[src/rtl/uart_rx_oversampled_if.sv]
// Serial receive bundle: oversampled tick and raw line in, byte/strobes/status out.
`timescale 1ns/1ps
interface uart_rx_oversampled_if;
  logic       tick;
  logic       rx;
  logic [7:0] data;
  logic       valid;
  logic       frame_err;
  logic       busy;

  modport master (
    output tick,
    output rx,
    input  data,
    input  valid,
    input  frame_err,
    input  busy
  );

  modport slave (
    input  tick,
    input  rx,
    output data,
    output valid,
    output frame_err,
    output busy
  );
endinterface

[src/rtl/uart_rx_oversampled.sv]
// 8N1 UART receiver driven by an oversampled baud tick; samples each bit at
// mid-bit, strobes good bytes on valid and bad stop bits on frame_err.
`timescale 1ns/1ps
module uart_rx_oversampled #(
  parameter int OVERSAMPLING = 8
) (
  input  logic                   clk,
  input  logic                   rst,
  uart_rx_oversampled_if.slave   bus
);

  localparam int CNT_W = (OVERSAMPLING > 2) ? $clog2(OVERSAMPLING) : 1;
  localparam logic [CNT_W-1:0] CNT_HALF = CNT_W'(OVERSAMPLING / 2 - 1);
  localparam logic [CNT_W-1:0] CNT_LAST = CNT_W'(OVERSAMPLING - 1);

  generate
    if ((OVERSAMPLING < 4) || (OVERSAMPLING % 2 != 0)) begin : g_bad_param
      $error("OVERSAMPLING must be even and at least 4");
    end
  endgenerate

  typedef enum logic [2:0] {
    S_IDLE,
    S_START,
    S_DATA,
    S_STOP,
    S_BREAK
  } state_t;

  state_t           state_q, state_d;
  logic [CNT_W-1:0] cnt_q, cnt_d;
  logic [2:0]       idx_q, idx_d;
  logic [7:0]       shift_q, shift_d;
  logic [7:0]       data_q, data_d;
  logic             valid_q, valid_d;
  logic             frame_err_q, frame_err_d;
  logic             rx_meta_q, rx_s_q;
  logic             rel_q;
  logic             tick_en;

  // Ignore a tick that coincides with the first clock after reset release.
  assign tick_en = bus.tick & rel_q;

  always_ff @(posedge clk or posedge rst) begin
    if (rst) begin
      rx_meta_q <= 1'b1;
      rx_s_q    <= 1'b1;
      rel_q     <= 1'b0;
    end else begin
      rx_meta_q <= bus.rx;
      rx_s_q    <= rx_meta_q;
      rel_q     <= 1'b1;
    end
  end

  always_ff @(posedge clk or posedge rst) begin
    if (rst) begin
      state_q     <= S_IDLE;
      cnt_q       <= '0;
      idx_q       <= '0;
      shift_q     <= '0;
      data_q      <= '0;
      valid_q     <= 1'b0;
      frame_err_q <= 1'b0;
    end else begin
      state_q     <= state_d;
      cnt_q       <= cnt_d;
      idx_q       <= idx_d;
      shift_q     <= shift_d;
      data_q      <= data_d;
      valid_q     <= valid_d;
      frame_err_q <= frame_err_d;
    end
  end

  always_comb begin
    state_d     = state_q;
    cnt_d       = cnt_q;
    idx_d       = idx_q;
    shift_d     = shift_q;
    data_d      = data_q;
    valid_d     = 1'b0;
    frame_err_d = 1'b0;

    if (tick_en) begin
      unique case (state_q)
        S_IDLE: begin
          if (!rx_s_q) begin
            state_d = S_START;
            cnt_d   = '0;
          end
        end

        // Confirm the start bit half a bit in; a high line here was a glitch.
        S_START: begin
          cnt_d = cnt_q + CNT_W'(1);
          if (cnt_q == CNT_HALF) begin
            if (rx_s_q) begin
              state_d = S_IDLE;
              cnt_d   = '0;
            end else begin
              state_d = S_DATA;
              cnt_d   = '0;
              idx_d   = '0;
            end
          end
        end

        S_DATA: begin
          cnt_d = cnt_q + CNT_W'(1);
          if (cnt_q == CNT_LAST) begin
            shift_d = {rx_s_q, shift_q[7:1]};
            cnt_d   = '0;
            idx_d   = idx_q + 3'd1;
            if (idx_q == 3'd7) begin
              state_d = S_STOP;
            end
          end
        end

        S_STOP: begin
          cnt_d = cnt_q + CNT_W'(1);
          if (cnt_q == CNT_LAST) begin
            cnt_d = '0;
            if (rx_s_q) begin
              data_d  = shift_q;
              valid_d = 1'b1;
              state_d = S_IDLE;
            end else begin
              frame_err_d = 1'b1;
              state_d     = S_BREAK;
            end
          end
        end

        // A held-low line reports one error and then waits for idle.
        S_BREAK: begin
          if (rx_s_q) begin
            state_d = S_IDLE;
          end
        end

        default: begin
          state_d = S_IDLE;
          cnt_d   = '0;
        end
      endcase
    end
  end

  assign bus.data      = data_q;
  assign bus.valid     = valid_q;
  assign bus.frame_err = frame_err_q;
  assign bus.busy      = (state_q != S_IDLE);

endmodule

[src/flat_wrapper.sv]
// flat-port wrapper written by rule: the top's interface ports become plain ports
module uart_rx_oversampled_flat 
#(
  parameter int OVERSAMPLING = 8
)
  (clk, rst, bus_tick, bus_rx, bus_data, bus_valid, bus_frame_err, bus_busy);
  uart_rx_oversampled_if bus_i ();
  input  logic clk;
  input  logic rst;
  input wire logic [$bits(bus_i.tick)-1:0] bus_tick;
  input wire logic [$bits(bus_i.rx)-1:0] bus_rx;
  output wire logic [$bits(bus_i.data)-1:0] bus_data;
  output wire logic [$bits(bus_i.valid)-1:0] bus_valid;
  output wire logic [$bits(bus_i.frame_err)-1:0] bus_frame_err;
  output wire logic [$bits(bus_i.busy)-1:0] bus_busy;
  assign bus_i.tick = bus_tick;
  assign bus_i.rx = bus_rx;
  assign bus_data = bus_i.data;
  assign bus_valid = bus_i.valid;
  assign bus_frame_err = bus_i.frame_err;
  assign bus_busy = bus_i.busy;
  uart_rx_oversampled #(.OVERSAMPLING(OVERSAMPLING)) u_core (.clk(clk), .rst(rst), .bus(bus_i));
endmodule
[config.mk]
export PLATFORM = sky130hd
export DESIGN_NAME = uart_rx_oversampled_flat
export DESIGN_NICKNAME = d
export VERILOG_FILES = /design/src/rtl/uart_rx_oversampled_if.sv /design/src/rtl/uart_rx_oversampled.sv /design/src/flat_wrapper.sv
export SDC_FILE = /design/constraint.sdc
export NUM_CORES = 1
export LEC_CHECK = 0
export CORE_AREA = 4 4 75 77
export DETAILED_ROUTE_END_ITERATION = 10
export DIE_AREA = 0 0 79 81
export PLACE_DENSITY = 0.56
export SKIP_CTS_REPAIR_TIMING = 1
export SYNTH_ARGS = -nofsm -noshare
export SYNTH_HDL_FRONTEND = slang
export SYNTH_SLANG_ARGS = --single-unit
[constraint.sdc]
create_clock -name clk -period 2.3 [get_ports clk]
set_input_delay 0.69 -clock clk [delete_from_list [all_inputs] [get_ports clk]]
set_output_delay 0.69 -clock clk [all_outputs]
set_load 0.03 [all_outputs]
==> impl_metrics.ini <==
[timing]
unrepaired_setup_endpoints_after_global_routing = no
worst_clock_skew_on_the_final_layout_ns = 0.00159
worst_hold_slack_ns = 0.357
finalHoldViolations = 0
finalSetupViolations = 0
final-max-slew-violation-count = 0
min_period_ns = 2.04
layout_worst_path_cycle_share = 0.887
fmax_mhz = 490

[logic_synthesis]
most_instantiated_flip_flop_cell_in_the_synthesis_netlist = sky130_fd_sc_hd__dfrtp_1
synth_compound_area_frac = 0.0814
synth-xor-area-share = 0
post-synth-top-count-cell = sky130_fd_sc_hd__nand2_1
synth_largest_type_area_fraction = 0.480
combinational_family_with_the_most_area_after_synthesis = simple AND/OR/NAND/NOR gates
syn_area_um2 = 1460
synth_simple_gate_area_share = 0.213
synth.mux.area_fraction = 0.0968
leading_post_synthesis_cells_by_instance_count = 31 x sky130_fd_sc_hd__nand2_1, 28 x sky130_fd_sc_hd__dfrtp_1, 8 x sky130_fd_sc_hd__mux2_4, 5 x sky130_fd_sc_hd__ha_1
synth.yosys.warnings = 0
avgSynthCellArea_um2 = 11.6
mappedNetlistNets = 135
gate_count_after_technology_mapping = 126
ys_seq_area_frac = 0.516
synth_edf_count = 0
post_synth_fa_ha_maj_area_fraction = 0.0428
synth_area_leader_cell = sky130_fd_sc_hd__dfrtp_1
asyncSetResetFlopFracSynth = 1.00
synth_top_cells_by_area = sky130_fd_sc_hd__dfrtp_1 48%, sky130_fd_sc_hd__mux2_4 8.2%, sky130_fd_sc_hd__nand2_1 8.0%, sky130_fd_sc_hd__ha_1 4.3%, sky130_fd_sc_hd__dfstp_2 3.6%
synth.ff_latch_count = 30
yosysUniqueCellTypes = 39

[grt]
vias_in_the_first_global_route = 928
global_route.usage.total = 0.0868
overflow_after_grt = 0
antenna_found_initial = 0
grt_start_max_net_pins = 31
grt_pass1_wl_um = 4350

[routing]
viasPerCell = 4.31
post_detailed_route_count_of_antenna_violating_nets = 0
detail_route.wirelength_um = 2480
firstDrtPassIters = 4
drc_errors = 0
dr_total_vias = 935
wl_per_cell_um = 11.4
detail_route.iter0.violations = 55

[final_layout]
final-instance-count-excl-fill = 217
area_delta_synth_final_pct = 24.9
nets = 155
ratio_of_cells_with_drive_above_1_in_the_final_layout = 0.252
finish.utilization = 0.364
num_antenna_cells = 0

[min_path]
worst_hold_path_type = reg2reg

[flow_run]
timing.max_cap.violations = 0

[worst_setup_path]
setup.worst_path.end_class = output pin
cp.required_ns = 1.61
crit_fanout = 2
cp.arrival_ns = 1.35
start_kind = flip-flop
reg2reg_slack_ns = 0.69
worst-setup-path-type = reg2out

[cts]
tritoncts = yes
clock-root-buffer = sky130_fd_sc_hd__clkbuf_8
numCtsBuffers = 5
max_clock_buf_depth = 2
clock_insertion_delay_worst_skew_ns = 0.27
tritoncts_num_sinks = 30
path_clk_slew_ns = 0.06
cts.htree.levels = 2

[pwr]
ir_drop_mv = 0.364
power_density_normalized_to_cell_area_nw_per_um2 = 827
power_leakage_nw = 0.953
finalPower_mw = 1.51

[floorplanning]
placeable_core_region_um2 = 5010
io_pins = 15
placementRows = 26
floorplan.initialDensity = 0.291
die_w_um = 79
die_outline_height_um = 81
die_area_um2 = 6400

[placed_design]
numPlacedInstances = 209
count_of_buffers_from_port_buffering = 14
gpl.final_weighted_congestion = 0.733
place_hpwl_um = 1710

[outcome]
outcome = finished clean
area by class of cell:
type                       instances  area [um2]
tap                               70        87.6
timing repair buffer              20         188
fill                             526        3190
multi-input combinational         85         637
clock inverter                     2        60.1
clock buffer                       6        82.6
inverter                           4        15.0
sequential                        30         753
power by group:
| part | internal [mW] | switching [mW] | leakage, nW |
|---|---|---|---|
| clock network | 0.462 | 0.199 | 0.0714 |
| logic | 0.118 | 0.150 | 0.474 |
| registers | 0.559 | 0.0213 | 0.407 |
| total | 1.14 | 0.369 | 0.953 |
per-layer routing:
layer	vias to the layer above	track usage	wire length (um)
met5	-	0	0
met4	0	0.0292	4
met3	2	0.0299	126
met2	23	0.141	1210
met1	436	0.108	1140
li1	474	-	-
worst max-delay path, cell delays in order (launching register included):
cell and delay (ns):
sky130_fd_sc_hd__dfrtp_1 0.37, sky130_fd_sc_hd__or3_2 0.46, sky130_fd_sc_hd__dlymetal6s2s_1 0.25
cells in the final DEF (no fill, tap or decap), drive strengths merged:
cell,instances
nand2,32
dfrtp,28
clkdlybuf4s50,13
mux2,9
clkbuf,6
buf,6
ha,5
nand3,4
inv,4
a22o,4
nor2,4
and3,3
o21ai,2
a21oi,2
a31oi,2
bufinv,2
dfstp,2
nor2b,2
and2,2
a21o,2
nand4b,1
or2b,1
a2bb2oi,1
a211oi,1
and4,1
nand4,1
nor4b,1
or3,1
nor3,1
o31ai,1
mux2i,1
dlymetal6s2s,1
conb,1
path summary, 6_finish.rpt:
path | from | cells past startpoint | to
worst max-delay path | u_core.state_q[0] | 2 | bus_busy
worst min-delay path | u_core.rx_meta_q | 0 | u_core.rx_s_q
worst max register to register | u_core.cnt_q[0] | 4 | u_core.idx_q[1]
worst min register to register | u_core.rx_meta_q | 0 | u_core.rx_s_q
max in group asynchronous | rst | 3 | u_core.rx_s_q
min in group asynchronous | rst | 3 | u_core.rel_q
through the flow:
stage	setup slack [ns]	setup TNS [ns]	area [um2]
final	0.260	0	1820
after global routing	0.215	0	1820
after CTS	-0.111	-0.111	1820
after detailed placement	0.134	0	1680
after global placement	0.191	0	1680
after floorplan	0.444	0	1460
state kept, by name, indices dropped and copies added (netlist names):
signal                count
u_core.bus.frame_err      1
u_core.cnt_q              3
u_core.rx_meta_q          1
u_core.shift_q            8
u_core.state_q            3
u_core.idx_q              3
u_core.rx_s_q             1
u_core.rel_q              1
u_core.bus.data           8
u_core.bus.valid          1
kinds of logic (layout without fill, tap and decap cells):
| kind of cell | count (synthesis) | in the layout |
|---|---|---|
| flip-flops | 30 | 30 |
| adder cells (fa/ha/maj) | 5 | 5 |
| AND/OR/NAND/NOR | 54 | 54 |
| AO/OA/AOI/OAI | 15 | 15 |
| buffers and inverters | 11 | 32 |
| other | 1 | 1 |
| multiplexers | 10 | 10 |
Power figures use the tool's default switching activity.
